### src/rtl/dmem_pkg.sv
// Shared types and constants for the data-memory responder.
//   dmem_state_t : responder FSM states (IDLE, WAIT, RESP)
//   F3_*         : RISC-V funct3 encodings for load/store access size
package dmem_pkg;

   typedef enum logic [1:0] {
      IDLE = 2'd0,
      WAIT = 2'd1,
      RESP = 2'd2
   } dmem_state_t;

   localparam logic [2:0] F3_B  = 3'b000;
   localparam logic [2:0] F3_H  = 3'b001;
   localparam logic [2:0] F3_W  = 3'b010;
   localparam logic [2:0] F3_BU = 3'b100;
   localparam logic [2:0] F3_HU = 3'b101;

endpackage

### src/rtl/dmem_lane_align.sv
// Combinational little-endian lane steering for one 32-bit memory word.
//   write      : 1 = store, 0 = load
//   func3      : RISC-V access size / signedness
//   addr_lo    : byte offset within the word
//   wdata      : right-aligned store data
//   old_word   : current contents of the addressed word
//   store_word : old_word with the stored lanes replaced (old_word on error)
//   load_data  : extended load result (0 for stores and errors)
//   err        : misaligned access or illegal funct3
module dmem_lane_align
   import dmem_pkg::*;
(
   input  logic        write,
   input  logic [2:0]  func3,
   input  logic [1:0]  addr_lo,
   input  logic [31:0] wdata,
   input  logic [31:0] old_word,
   output logic [31:0] store_word,
   output logic [31:0] load_data,
   output logic        err
);

   logic [7:0]  old_byte [4];
   logic [3:0]  byte_en;
   logic [7:0]  sel_byte;
   logic [15:0] sel_half;

   // Per-lane merge: a byte store replicates wdata[7:0] onto every lane and a
   // half store replicates wdata[15:0], so the enable alone picks the lane.
   genvar gi;
   generate
      for (gi = 0; gi < 4; gi++) begin : g_lane
         logic [7:0] lane_wdata;
         assign old_byte[gi] = old_word[8*gi +: 8];
         assign lane_wdata   = (func3 == F3_B) ? wdata[7:0] :
                               (func3 == F3_H) ? wdata[8*(gi%2) +: 8] :
                                                 wdata[8*gi +: 8];
         assign store_word[8*gi +: 8] = byte_en[gi] ? lane_wdata : old_byte[gi];
      end
   endgenerate

   always_comb begin
      err = 1'b0;
      case (func3)
         F3_B:  err = 1'b0;
         F3_H:  err = addr_lo[0];
         F3_W:  err = (addr_lo != 2'b00);
         F3_BU: err = write;
         F3_HU: err = write | addr_lo[0];
         default: err = 1'b1;
      endcase
   end

   always_comb begin
      byte_en = 4'b0000;
      if (write && !err) begin
         case (func3)
            F3_B:    byte_en[addr_lo] = 1'b1;
            F3_H:    byte_en = addr_lo[1] ? 4'b1100 : 4'b0011;
            F3_W:    byte_en = 4'b1111;
            default: byte_en = 4'b0000;
         endcase
      end
   end

   assign sel_byte = old_byte[addr_lo];
   assign sel_half = addr_lo[1] ? old_word[31:16] : old_word[15:0];

   always_comb begin
      load_data = 32'd0;
      if (!write && !err) begin
         case (func3)
            F3_B:    load_data = {{24{sel_byte[7]}}, sel_byte};
            F3_H:    load_data = {{16{sel_half[15]}}, sel_half};
            F3_W:    load_data = old_word;
            F3_BU:   load_data = {24'd0, sel_byte};
            F3_HU:   load_data = {16'd0, sel_half};
            default: load_data = 32'd0;
         endcase
      end
   end

endmodule

### src/rtl/dmem_responder.sv
// Data-memory responder with valid/ready request handshake and a fixed
// number of wait states before each one-cycle response pulse.
//   clk, reset (async, active-low)
//   req_valid/req_ready            : request handshake
//   req_write/req_addr/req_wdata/req_func3 : request fields, sampled on accept
//   rsp_valid/rsp_rdata/rsp_err    : registered response, held between pulses
//   busy                           : a request is in flight
module dmem_responder
   import dmem_pkg::*;
#(
   parameter int DM_ADDRESS  = 9,
   parameter int DATA_W      = 32,
   parameter int WAIT_CYCLES = 1
) (
   input  logic                  clk,
   input  logic                  reset,
   input  logic                  req_valid,
   output logic                  req_ready,
   input  logic                  req_write,
   input  logic [DM_ADDRESS-1:0] req_addr,
   input  logic [DATA_W-1:0]     req_wdata,
   input  logic [2:0]            req_func3,
   output logic                  rsp_valid,
   output logic [DATA_W-1:0]     rsp_rdata,
   output logic                  rsp_err,
   output logic                  busy
);

   localparam int         WORDS     = 2 ** (DM_ADDRESS - 2);
   localparam logic [3:0] WAIT_INIT = (WAIT_CYCLES == 0) ? 4'd0 : 4'(WAIT_CYCLES - 1);

   dmem_state_t           state_reg;
   logic [3:0]            cnt_reg;
   logic                  lat_write_reg;
   logic [DM_ADDRESS-1:0] lat_addr_reg;
   logic [DATA_W-1:0]     lat_wdata_reg;
   logic [2:0]            lat_func3_reg;
   logic                  req_ready_reg;
   logic                  rsp_valid_reg;
   logic [DATA_W-1:0]     rsp_rdata_reg;
   logic                  rsp_err_reg;
   logic                  busy_reg;

   logic [DATA_W-1:0]     mem [WORDS];

   // With zero wait states the edge that accepts also enters RESP, so the
   // access must use the live request fields rather than the latch.
   logic                  use_live;
   logic                  op_write;
   logic [DM_ADDRESS-1:0] op_addr;
   logic [DATA_W-1:0]     op_wdata;
   logic [2:0]            op_func3;
   logic                  enter_resp;
   logic                  mem_we;
   logic [DATA_W-1:0]     old_word;
   logic [DATA_W-1:0]     store_word;
   logic [DATA_W-1:0]     load_data;
   logic                  op_err;

   assign use_live   = (state_reg == IDLE);
   assign op_write   = use_live ? req_write : lat_write_reg;
   assign op_addr    = use_live ? req_addr  : lat_addr_reg;
   assign op_wdata   = use_live ? req_wdata : lat_wdata_reg;
   assign op_func3   = use_live ? req_func3 : lat_func3_reg;

   assign enter_resp = ((state_reg == IDLE) && req_valid && (WAIT_CYCLES == 0)) ||
                       ((state_reg == WAIT) && (cnt_reg == 4'd0));

   assign old_word   = mem[op_addr[DM_ADDRESS-1:2]];

   dmem_lane_align u_lane_align (
      .write      (op_write),
      .func3      (op_func3),
      .addr_lo    (op_addr[1:0]),
      .wdata      (op_wdata),
      .old_word   (old_word),
      .store_word (store_word),
      .load_data  (load_data),
      .err        (op_err)
   );

   // The array has no reset path, so a write is also blocked while reset is
   // held low; an aborted store must never land.
   assign mem_we = enter_resp && op_write && !op_err && reset;

   always_ff @(posedge clk) begin
      if (mem_we) begin
         mem[op_addr[DM_ADDRESS-1:2]] <= store_word;
      end
   end

   always_ff @(posedge clk or negedge reset) begin
      if (!reset) begin
         state_reg     <= IDLE;
         cnt_reg       <= 4'd0;
         lat_write_reg <= 1'b0;
         lat_addr_reg  <= '0;
         lat_wdata_reg <= '0;
         lat_func3_reg <= 3'd0;
         req_ready_reg <= 1'b1;
         rsp_valid_reg <= 1'b0;
         rsp_rdata_reg <= '0;
         rsp_err_reg   <= 1'b0;
         busy_reg      <= 1'b0;
      end else begin
         rsp_valid_reg <= enter_resp;
         if (enter_resp) begin
            rsp_rdata_reg <= load_data;
            rsp_err_reg   <= op_err;
         end
         case (state_reg)
            IDLE: begin
               if (req_valid) begin
                  lat_write_reg <= req_write;
                  lat_addr_reg  <= req_addr;
                  lat_wdata_reg <= req_wdata;
                  lat_func3_reg <= req_func3;
                  req_ready_reg <= 1'b0;
                  busy_reg      <= 1'b1;
                  if (WAIT_CYCLES == 0) begin
                     state_reg <= RESP;
                  end else begin
                     state_reg <= WAIT;
                     cnt_reg   <= WAIT_INIT;
                  end
               end
            end
            WAIT: begin
               if (cnt_reg == 4'd0) begin
                  state_reg <= RESP;
               end else begin
                  cnt_reg <= cnt_reg - 4'd1;
               end
            end
            RESP: begin
               state_reg     <= IDLE;
               req_ready_reg <= 1'b1;
               busy_reg      <= 1'b0;
            end
            default: begin
               state_reg     <= IDLE;
               req_ready_reg <= 1'b1;
               busy_reg      <= 1'b0;
            end
         endcase
      end
   end

   assign req_ready = req_ready_reg;
   assign rsp_valid = rsp_valid_reg;
   assign rsp_rdata = rsp_rdata_reg;
   assign rsp_err   = rsp_err_reg;
   assign busy      = busy_reg;

endmodule

### config.mk
export PLATFORM = sky130hd
export DESIGN_NAME = dmem_responder
export DESIGN_NICKNAME = d
export VERILOG_FILES = /design/src/rtl/dmem_pkg.sv /design/src/rtl/dmem_lane_align.sv /design/src/rtl/dmem_responder.sv
export SDC_FILE = /design/constraint.sdc
export NUM_CORES = 2
export LEC_CHECK = 0
export CAP_MARGIN = 5
export CORE_MARGIN = 5
export CORE_UTILIZATION = 32
export CTS_CLUSTER_SIZE = 25
export DETAILED_ROUTE_END_ITERATION = 10
export PLACE_DENSITY = 0.58
export RECOVER_POWER = 50
export SLEW_MARGIN = 10
export SYNTH_ARGS = -nofsm -noshare
export SYNTH_HDL_FRONTEND = slang
export SYNTH_SLANG_ARGS = --single-unit
### constraint.sdc
create_clock -name clk -period 14.1 [get_ports clk]
set_input_delay 2.82 -clock clk [delete_from_list [all_inputs] [get_ports clk]]
set_output_delay 2.82 -clock clk [all_outputs]
set_load 0.02 [all_outputs]
==> qor.yml <==
synthesis:
  syn_avg_cell_area_um2: 16.5
  synthXorXnorAreaFrac_pct: 0.0167
  yosysWarnings: 0
  synth_top_family_by_area: "compound AO/OA/AOI/OAI gates"
  synth-compound-area-share_pct: 11.2
  synth_top_flop_cell: "edfxtp_1"
  yosysTopAreaCell: "edfxtp_1"
  synth_fa_ha_area_share_pct: 0.0159
  synthMuxAreaShare_pct: 0.977
  ys_ff_latch: 4183
  synth.cell_area_um2: 157000
  synth_top_area_share_pct: 78.2
  netlist_top_cells_count: "edfxtp_1, o22ai_1, nand2_1"
  yosysUniqueCellTypes: 89
  synth_nets: 9588
  async_flop_share_pct: 2.08
  synth.area.top_cells: "edfxtp_1, o22ai_1, nand2_1, a211oi_1, and3_1"
  synth_edf_count: 4096
  yosysMostFrequentCell: "edfxtp_1"
  synthSimpleGateAreaFrac_pct: 6.05
  yosysSeqAreaShare_pct: 79.6
  synth_cells: 9538
global_routing:
  grt_usage_pct: 22.1
  grt_pass1_vias: 95718
  antenna_found_initial: 41
  grt_first_pass_wirelength_um: 794000
  grt_overflow: 0
  grt_max_degree: 154
timing:
  fin_skew_ns: 0.0667
  period_needed_ns: 11.36
  fmax_mhz: 88.0
  max-slew-margin-rel_pct: -181
  finalHoldViolations: 0
  setup_viol: 0
  tns_ns: 0
  finalMaxSlewViolations: 868
  tightest_slew_ns: 4.21
  rsz0062_at_grt: "false"
  min_period_over_period_pct: 80.6
  layout_setup_ws_ns: 2.74
drt:
  first_pass_iters: 6
  wl_met2_um: 253000
  drt-met1-wl_um: 211000
  wl_per_cell_um: 35.2
  dr_wl_met3_um: 85600
  vias: 101375
  drcViolationCount: 0
  via_per_inst: 6.11
  drt_wl_total_um: 584000
  top_layer: "met5"
  ant_nets: 0
  drt_iter0_drc: 17725
placement:
  dp_cells: 15821
  post-dp-hpwl_um: 309000
  port_buffers: 83
  place_ws_ns: 3.98
  gp_congestion: 0.925
worst_hold_path:
  worstHoldPathType: "reg2reg"
setup_path:
  worstPathArrival_ns: 11.87
  end_kind: "flip-flop"
  cp_max_fo: 32
  worstPathRequired_ns: 14.61
  start_kind: "flip-flop"
  crit_type: "reg2reg"
clock_tree:
  cts_root_buf: "clkbuf_16"
  clk_path_buf_depth: 4
  post_cts_resized: 0
  cts_buffers: 409
  hold_buffers: 0
  cts_sinks: 4183
  cts_tree: "built"
  postCtsSetupRepairBufs: 0
  clock_latency_ns: 1.00
  clk_pin_slew_ns: 0.06
  cts_htree_levels: 5
floorplanning:
  start_util_pct: 32.1
  dieArea_um2: 505000
  fp.dieW_um: 711
  coreArea_um2: 490000
  rows: 257
  ioPinCount: 84
  die_h_um: 711
run:
  maxCapViolCount: 31
finish:
  drive_above_1_share_pct: 12.1
  stdcell_count: 16591
  fin_util_pct: 37.0
  largest_reg_flops: 4096
  layout.nets: 9808
  synthToLayoutAreaGrowth_pct: 15.2
status:
  outcome: "finished, violations left"
  violations: "capacitance limit, slew limit"
[stage by stage]
step                      cell area [um2]  hold WS [ns]
final                              181000         0.472
after global routing               181000         0.493
after CTS                          181000         0.474
after detailed placement           168000         0.464
after global placement             168000         0.453
after floorplan                    157000         0.440
[path summary, 6_finish.rpt]
path                                   start  slack, ns                end  cells past startpoint
min                        lat_wdata_reg[16]       0.47  lat_wdata_reg[16]                      2
min in group asynchronous              reset       1.96         cnt_reg[1]                      1
min reg2reg                lat_wdata_reg[16]       0.47  lat_wdata_reg[16]                      2
max                             state_reg[1]       2.74        mem[119][2]                     13
max in group asynchronous              reset       7.62      rsp_rdata[30]                      2
max reg2reg                     state_reg[1]       2.74        mem[119][2]                     13
[per-layer routing]
| layer | vias to the layer above | GRT usage (%) |
|---|---|---|
| li1 | 39750 | - |
| met1 | 52096 | 29.3 |
| met2 | 8038 | 32.7 |
| met3 | 1457 | 7.01 |
| met4 | 34 | 10.8 |
| met5 | - | 0 |
[layout make-up]
class,instances,area (um2)
Sequential cell,4183,125000
Clock inverter,265,2520
Multi-Input combinational cell,4647,30300
Timing Repair Buffer,508,4280
Clock buffer,489,10700
Fill cell,44760,309000
Inverter,9,33.8
Tap cell,6475,8100
Antenna cell,15,37.5
[logic make-up after synthesis]
logic type               Yosys count
AO/OA/AOI/OAI                   2502
XOR/XNOR                           3
adder cells (fa/ha/maj)            2
buffers and inverters            708
flip-flops                      4183
multiplexers                     122
AND/OR/NAND/NOR                 2018
[critical path, cell delays in order (launching register included)]
cell	delay [ns]
dfrtp_1	0.70
nor2_1	1.65
clkbuf_1	1.17
clkbuf_1	1.11
mux2i_1	0.28
clkbuf_1	0.71
o22ai_1	0.13
o32a_1	0.29
nand2b_1	0.25
nor2_1	0.15
clkbuf_1	0.74
nand3_1	0.96
nor2_4	0.31
clkbuf_1	2.32
[cell usage in the layout, fill, tap and decap left out, drive strengths merged, types with 89 or more instances in the layout]
cell type,n
o221ai,123
nor2,284
mux2i,89
and3,357
nor3,315
clkinv,203
clkbuf,521
o22ai,1223
a211oi,330
edfxtp,4096
nand2,770
nand3,139
o21ai,103
buf,394
o41ai,140
Power is not shown: default switching activity piles up to over one toggle a cycle in this logic, so the estimate is an artifact.
